<file path="config.mk">
export PLATFORM = sky130hd
export DESIGN_NAME = car_motion_controller
export DESIGN_NICKNAME = d
export VERILOG_FILES = /design/src/rtl/car_motion_pkg.sv /design/src/rtl/car_motion_controller_car_lane.sv /design/src/rtl/car_motion_controller.sv
export SDC_FILE = /design/constraint.sdc
export NUM_CORES = 1
export LEC_CHECK = 0
export ABC_CLOCK_PERIOD_IN_PS = 6400
export BUFFER_PORTS_ARGS = -buffer_cell sky130_fd_sc_hd__buf_2
export CAP_MARGIN = 20
export CORE_MARGIN = 4
export CORE_UTILIZATION = 59
export CTS_CLUSTER_SIZE = 25
export DETAILED_ROUTE_END_ITERATION = 8
export GPL_TIMING_DRIVEN = 1
export PLACE_DENSITY = 0.84
export SKIP_CTS_REPAIR_TIMING = 1
export SYNTH_ARGS = -nofsm -noshare
export SYNTH_HDL_FRONTEND = slang
export SYNTH_SLANG_ARGS = --single-unit
</file>
<file path="constraint.sdc">
create_clock -name i_Clk -period 6.4 [get_ports i_Clk]
set_clock_uncertainty 0.15 [all_clocks]
set_input_delay 0.96 -clock i_Clk [delete_from_list [all_inputs] [get_ports i_Clk]]
set_output_delay 0.96 -clock i_Clk [all_outputs]
set_load 0.05 [all_outputs]
</file>
<file path="src/rtl/car_motion_pkg.sv">
// Shared constants and helpers for the road-lane car motion logic and the
// sprite display stage that consumes its positions.
package car_motion_pkg;

    localparam int unsigned H_VISIBLE_AREA = 640;
    localparam int unsigned V_VISIBLE_AREA = 480;
    localparam int unsigned TILE_SIZE      = 32;
    localparam int unsigned NUM_LANES      = 5;

    localparam int unsigned C_LINE_1_Y = 96;
    localparam int unsigned C_LINE_2_Y = 160;
    localparam int unsigned C_LINE_3_Y = 224;
    localparam int unsigned C_LINE_4_Y = 288;
    localparam int unsigned C_LINE_5_Y = 352;

    typedef logic [9:0] coord_t;
    typedef logic [3:0] period_t;

    // Lane move period after the difficulty level is applied.
    // A base of zero is read as one; the result saturates at one.
    function automatic period_t effective_period(input period_t base, input logic [2:0] level);
        period_t base_fixed;
        period_t result;
        base_fixed = (base == 4'd0) ? 4'd1 : base;
        if (base_fixed > {1'b0, level}) begin
            result = base_fixed - {1'b0, level};
        end else begin
            result = 4'd1;
        end
        return result;
    endfunction

endpackage

</file>
<file path="src/rtl/car_motion_controller_car_lane.sv">
// One road lane: a frame divider that paces the car, plus the car's X
// position register with wrap-around at the visible screen width.
module car_lane
    import car_motion_pkg::*;
#(
    parameter period_t     PERIOD         = 4'd4,
    parameter coord_t      INIT_X         = 10'd0,
    parameter int unsigned STEP           = 2,
    parameter int unsigned H_VISIBLE_AREA = 640
) (
    input  logic       i_Clk,
    input  logic       i_Reset,
    input  logic       i_Tick,
    input  logic       i_Pause,
    input  logic [2:0] i_Level,
    input  logic       i_Reverse,
    output logic [9:0] o_X
);

    localparam logic [10:0] STEP_W = 11'(STEP);
    localparam logic [10:0] H_W    = 11'(H_VISIBLE_AREA);

    logic [3:0]  count_r;
    coord_t      x_r;
    period_t     period_s;
    logic [4:0]  count_inc_s;
    logic        move_s;
    logic        advance_s;
    logic [10:0] x_wide_s;
    logic [10:0] sum_s;
    logic [10:0] next_wide_s;
    coord_t      next_x_s;

    // Divider compare and wrap-aware next position; 11-bit math avoids overflow.
    always_comb begin
        period_s    = effective_period(PERIOD, i_Level);
        count_inc_s = {1'b0, count_r} + 5'd1;
        move_s      = (count_inc_s >= {1'b0, period_s});
        advance_s   = i_Tick && !i_Pause;
        x_wide_s    = {1'b0, x_r};
        sum_s       = x_wide_s + STEP_W;
        next_wide_s = x_wide_s;
        if (i_Reverse) begin
            if (x_wide_s < STEP_W) begin
                next_wide_s = x_wide_s + H_W - STEP_W;
            end else begin
                next_wide_s = x_wide_s - STEP_W;
            end
        end else begin
            if (sum_s >= H_W) begin
                next_wide_s = sum_s - H_W;
            end else begin
                next_wide_s = sum_s;
            end
        end
        next_x_s = next_wide_s[9:0];
    end

    // Divider and position state; a tick seen while paused is simply dropped.
    always_ff @(posedge i_Clk) begin
        if (i_Reset) begin
            count_r <= 4'd0;
            x_r     <= INIT_X;
        end else if (advance_s) begin
            if (move_s) begin
                count_r <= 4'd0;
                x_r     <= next_x_s;
            end else begin
                count_r <= count_inc_s[3:0];
                x_r     <= x_r;
            end
        end else begin
            count_r <= count_r;
            x_r     <= x_r;
        end
    end

    assign o_X = x_r;

endmodule

</file>
<file path="src/rtl/car_motion_controller.sv">
// Frame-paced horizontal motion for the five road-lane cars. Produces a
// one-cycle frame tick in vertical blanking and moves each lane on it.
module car_motion_controller
    import car_motion_pkg::*;
#(
    parameter int unsigned H_VISIBLE_AREA = car_motion_pkg::H_VISIBLE_AREA,
    parameter int unsigned V_VISIBLE_AREA = car_motion_pkg::V_VISIBLE_AREA,
    parameter int unsigned STEP           = 2,
    parameter logic [19:0] LANE_PERIOD    = 20'h43254,
    parameter logic [49:0] LANE_INIT_X    = {10'd512, 10'd384, 10'd256, 10'd128, 10'd0},
    parameter logic [3:0]  LANE_REVERSE   = 4'b1010
) (
    input  logic       i_Clk,
    input  logic       i_Reset,
    input  logic [9:0] i_H_Counter,
    input  logic [9:0] i_V_Counter,
    input  logic [2:0] i_Level,
    input  logic       i_Pause,
    output logic [9:0] o_Car_1X_Position,
    output logic [9:0] o_Car_2X_Position,
    output logic [9:0] o_Car_3X_Position,
    output logic [9:0] o_Car_4X_Position,
    output logic [9:0] o_Car_5X_Position,
    output logic [3:0] o_Reverse,
    output logic       o_Frame_Tick
);

    localparam logic [9:0] TICK_LINE = 10'(V_VISIBLE_AREA);

    logic       tick_r;
    logic [3:0] reverse_r;
    coord_t     lane_x_s [NUM_LANES];

    // Frame tick: registered detection of the first pixel of the blanking line.
    always_ff @(posedge i_Clk) begin
        if (i_Reset) begin
            tick_r <= 1'b0;
        end else begin
            tick_r <= (i_H_Counter == 10'd0) && (i_V_Counter == TICK_LINE);
        end
    end

    // Direction flags held in a register so per-level direction changes stay local.
    always_ff @(posedge i_Clk) begin
        if (i_Reset) begin
            reverse_r <= LANE_REVERSE;
        end else begin
            reverse_r <= reverse_r;
        end
    end

    for (genvar g = 0; g < NUM_LANES; g++) begin : g_lane
        // Lane 5 shares its direction with lane 1.
        localparam int REV_BIT = (g == 4) ? 0 : g;

        car_lane #(
            .PERIOD        (LANE_PERIOD[4*g +: 4]),
            .INIT_X        (LANE_INIT_X[10*g +: 10]),
            .STEP          (STEP),
            .H_VISIBLE_AREA(H_VISIBLE_AREA)
        ) u_lane (
            .i_Clk    (i_Clk),
            .i_Reset  (i_Reset),
            .i_Tick   (tick_r),
            .i_Pause  (i_Pause),
            .i_Level  (i_Level),
            .i_Reverse(reverse_r[REV_BIT]),
            .o_X      (lane_x_s[g])
        );
    end

    assign o_Car_1X_Position = lane_x_s[0];
    assign o_Car_2X_Position = lane_x_s[1];
    assign o_Car_3X_Position = lane_x_s[2];
    assign o_Car_4X_Position = lane_x_s[3];
    assign o_Car_5X_Position = lane_x_s[4];
    assign o_Reverse         = reverse_r;
    assign o_Frame_Tick      = tick_r;

endmodule
</file>
After elaboration in Yosys (flattened, before gate mapping)
Index checks and enable logic that the tools add are counted.

word-level totals
  bits in registers = 71
  input port bits = 26
  output and inout bits = 55
  word-level logic and storage cells = 70

operators by class
  add/sub/neg operators = 21
  magnitude comparators = 14
  equal/unequal tests = 1
  mux-type cells = 14
  reductions and logical operators = 9

operator list
  kind                      number
  $mux W10                  5
  $sub A10 B2 Y10 const B   4
  $mux W4                   9
  $add A10 B2 Y11 const B   3
  $ge A11 B10 Y1 const B    3
  $sub A10 B10 Y10 const B  3
  $add A4 B1 Y5 const B     5
  $ge A5 B4 Y1              5
  $add A10 B10 Y10 const B  2
  $lt A10 B2 Y1 const B     2
  $eq A10 B9 Y1 const B     1
  $logic_not A10 Y1         1
  $reduce_and A2 Y1         5
  $sub A2 B3 Y4 const A     2
  $sub A3 B3 Y4 const A     2
  $gt A2 B3 Y1 const A      2
  $gt A3 B3 Y1 const A      2
  $logic_and A1 B1 Y1       2
  $logic_not A1 Y1          1

Longest topological paths before layout
  depth after elaboration = 4
  depth in mapped cells = 12
  depth with buffers taken out = 11

Hierarchy
A second synthesis with hierarchy kept.

second synthesis, totals
  cells, all modules = 779
  area total of the unflattened synthesis = 6108.4 µm²

by module, submodules not included
  module                       times used  cells each  area each (µm²)  sequential area each (µm²)
  car_lane (g_lane[2].u_lane)  1           157         1256.2           260.2
  car_lane (g_lane[0].u_lane)  1           155         1204.9           260.2
  car_lane (g_lane[1].u_lane)  1           150         1196.1           260.2
  car_lane (g_lane[3].u_lane)  1           150         1186.1           260.2
  car_lane (g_lane[4].u_lane)  1           151         1152.4           260.2
  car_motion_controller        1           16          112.6            20.0

Worst setup path before layout
No wires, ideal clock.

  path kind = input -> register
  start = input i_Level[0]
  end = register g_lane[2].u_lane.x_r[7]
  library setup time = 0.121 ns
  arrival = 2.958 ns
  data required time = 6.129 ns
  slack = 3.172 ns
  stages = 10
  path buffers = 0
  path through = inv_1 ha_1 or3_1 ha_1 nand2_1 o21ai_0 a21oi_1 nand2b_1 nor4_1 mux2_2

between the ends
  longest elaborated chain between the ends = 4
  elaborated cells between the ends (all ways) = 5
  those cells by class = add/sub: 1; order compare: 2; mux: 1; reduce/logical: 1

RTL lines
  what                                                  RTL line                                    text
  from (decl)                                           car_motion_controller.sv:17                 input logic [2:0] i_Level,
  $sub A2 B3 Y4 / $gt A2 B3 Y1 (equally long branches)  car_motion_pkg.sv:26, car_motion_pkg.sv:25
  $mux W4 (*)                                           car_motion_pkg.sv:25                        if (base_fixed > {1'b0, level}) begin
  $ge A5 B4 Y1 (*)                                      car_motion_controller_car_lane.sv:38        move_s = (count_inc_s >= {1'b0, period_s});
  $reduce_and A2 Y1 (no source line) (*)                -
  to (signal assigned)                                  car_motion_controller_car_lane.sv:67        x_r <= next_x_s;
  to (signal assigned)                                  car_motion_controller_car_lane.sv:70        x_r <= x_r;
  to (signal assigned)                                  car_motion_controller_car_lane.sv:74        x_r <= x_r;
  to (decl)                                             car_motion_controller_car_lane.sv:24        coord_t x_r;

Mark *: on every way between the ends. The rest lies on a longest branch, timed or not.
A chain may end at the register's enable or synchronous reset.

Final worst setup path
  start = input i_Level[0]
  end = register g_lane[0].u_lane.x_r[7]

between the ends
  longest elaborated chain between the ends = 4
  elaborated cells between the ends (all ways) = 5
  those cells by class = add/sub: 1; order compare: 2; mux: 1; reduce/logical: 1

RTL lines
  what                                                  RTL line
  $sub A3 B3 Y4 / $gt A3 B3 Y1 (equally long branches)  car_motion_pkg.sv:26, car_motion_pkg.sv:25
  $mux W4 (*)                                           car_motion_pkg.sv:25
  $ge A5 B4 Y1 (*)                                      car_motion_controller_car_lane.sv:38
  $reduce_and A2 Y1 (no source line) (*)                -
  to (signal assigned)                                  car_motion_controller_car_lane.sv:67
  to (signal assigned)                                  car_motion_controller_car_lane.sv:70
  to (signal assigned)                                  car_motion_controller_car_lane.sv:74
  to (decl)                                             car_motion_controller_car_lane.sv:24

Marked as above.

==> impl_metrics.yaml <==
outcome:
  status: "complete, no violations"
synthesis:
  yosysSeqAreaShare_pct: 29.7
  synth_flop_cell: "dfxtp_1"
  yosys_warnings: 0
  synthesis.area_mm2: 0.00445
  synth_cell_types: 60
  synth-edff-count: 0
  synth-seq-cells: 66
  synthArstFlopShare_pct: 0
  syn_avg_cell_area_um2: 8.19
  netlist_instances: 543
worst_setup_path:
  cp.required_ns: 6.49
  reg2reg_to: "g_lane[2].u_lane.o_X[7]"
  criticalPathCategory: "input port to register"
  rrSetupSlack_ns: 3.42
  critPathSlowestCell: "a21oi_1"
  critPathMaxStageDelay_ns: 0.59
  cp_max_fo: 10
  reg2reg_from: "g_lane[2].u_lane.o_X[1]"
  path_cells: "buf_2 > inv_1 > ha_1 > nand2_1 > ha_1 > o21a_1 > a21oi_1 > a21oi_1 > o211ai_1 > nor3_1 > mux2_2"
  critical_path_arrival_ns: 3.39
  r2r_cells: 10
  cp-end-kind: "register"
  worst_setup_path_start_kind: "input port"
cells_and_area:
  n_antenna_cell: 0
  layout_common_cells: "buf_2 (71), dfxtp_1 (66), nor2_1 (61)"
  nNetsFinal: 670
  final_common_cell: "buf_2"
  fillers: 629
  drive_gt1_share_pct: 17.6
  layoutNonFillerInstCount: 708
  area_growth_pct: 12.9
detailed_routing:
  post_drt_via_cell_ratio: 5.74
  wl_per_cell_um: 14.2
  drt-initial-drc-count: 149
  vias: 4062
  dr.pass1.iters: 4
  drt-total-wl_um: 10000
  drc: 0
  ant_nets: 0
placement:
  gp_congestion: 0.828
  place_hpwl_um: 7180
  io_buffers: 71
  dp.cells: 692
grt:
  antenna_found_initial: 0
  grt_max_degree: 65
  grt_overflow: 0
  grt_usage_pct: 22.8
  grt_pass1_vias: 3818
  grt_pass1_wl_um: 16600
sta:
  rsz0062_at_grt: "no"
  fin_setup_tns_ns: 0
  worst_hold_slack_ns: 0.342
  worst_pin_slew_ns: 0.747
  finalCriticalPeriod_ns: 3.30
  max_freq_ghz: 0.303
  period_share_pct: 51.6
  finalSetupViolations: 0
  slew_headroom_pct: 50.2
  report.final.slew_viol_count: 0
  hold_viol: 0
pwr:
  power.density_mw_per_mm2: 177
  ir_drop_v: 0.000106
  p_leak_nw: 2.13
floorplanning:
  start_util_pct: 61.0
  rows: 31
  chipHeight_um: 94.8
  dieArea_mm2: 0.00899
  core_area_mm2: 0.00729
  die_x_um: 94.8
  ioPinCount: 81
worst_hold_path:
  holdPathStages: 2
  min_to: "g_lane[0].u_lane.count_r[1]"
  min_from: "g_lane[0].u_lane.count_r[1]"
  hp-class: "register to register"
job:
  drv_cap: 0
clock_network:
  cts_root_buf: "clkbuf_8"
  htree_levels: 3
  cts_sinks: 66
  cts.clk_slew.worst_paths_ns: 0.07
  cts_tree: "built"
  cts_buffers: 9
  clk_path_buf_depth: 2
  clock_latency_ns: 0.34
## per-layer routing
metal  routed length [um]  track usage [%]  up-vias
met4                  183             9.50        0
li1                     -                -     2024
met2                 4770             39.4      130
met5                    0                0        -
met1                 4440             27.2     1886
met3                  642             5.18       22
## logic make-up after synthesis
logic type	share of synthesized area, %
other	0.169
AOI/OAI and AO/OA	14.1
and+or+nand+nor	25.9
xor gates and xnor gates	10.6
adders and majority gates	11.3
muxes	2.59
DFF	29.7
buffers and inverters	5.68
## worst max-delay path by stage
stage | from | endpoint | slack, ns
3_3_place_gp | i_Level[0] | g_lane[0].u_lane.o_X[7] | 2.89
3_5_place_dp | i_Level[0] | g_lane[0].u_lane.o_X[7] | 2.76
5_1_grt | i_Level[0] | g_lane[2].u_lane.o_X[7] | 2.97
2_1_floorplan | i_Level[0] | g_lane[2].u_lane.o_X[7] | 3.17
6_report | i_Level[0] | g_lane[0].u_lane.o_X[7] | 3.10
4_1_cts | i_Level[0] | g_lane[0].u_lane.o_X[7] | 3.12
## synthesized netlist by cell type (all sizes together) (15+ instances only)
master / n / area (um2)
a21oi: 27 / 135
buf: 18 / 116
clkbuf: 15 / 57.6
dfxtp: 66 / 1320
ha: 40 / 500
inv: 21 / 78.8
nand2: 43 / 161
nand3: 22 / 115
nor2: 61 / 229
nor3: 23 / 125
xnor2: 28 / 245
xor2: 26 / 228
## critical path, delay by kind of cell
| kind | cells | cell delay [ns] |
|---|---|---|
| compound gates | 4 | 0.98 |
| fa+ha+maj | 2 | 0.59 |
| buf+inv | 2 | 0.18 |
| mux | 1 | 0.36 |
| simple gates | 2 | 0.30 |
## through the flow
| stage | util (%) | total power, mW | setup WS [ns] | instance area, um2 |
|---|---|---|---|---|
| floorplan | - | 0.494 | 3.17 | 4480 |
| global placement | 65.9 | 0.509 | 2.89 | 4810 |
| detailed placement | 65.9 | 0.513 | 2.76 | 4810 |
| CTS | 68.8 | 0.893 | 3.12 | 5020 |
| global route | 68.8 | 0.917 | 2.97 | 5020 |
| finish | 68.8 | 0.887 | 3.10 | 5020 |
## layout make-up
cell class	instances	area, um2	share of cell area, %
clock inverters	4	76.3	1.52
repair buffers	74	378	7.53
flip-flops and latches	66	1320	26.3
multi-input cells	432	2910	57.9
well taps	99	124	2.47
inverters	21	78.8	1.57
clock buffers	12	135	2.69
## report_power, final
part           internal (mW)  switching (mW)  total, mW
Sequential             0.413         0.00443      0.417
Clock                  0.221           0.163      0.383
Combinational         0.0291          0.0580     0.0871
## sequential cells by signal (all words and copies together), names as in the netlist
name / flops
o_Frame_Tick: 1
g_lane.u_lane.count_r: 20
g_lane.u_lane.o_X: 45
(Power assumes the default switching activity.)
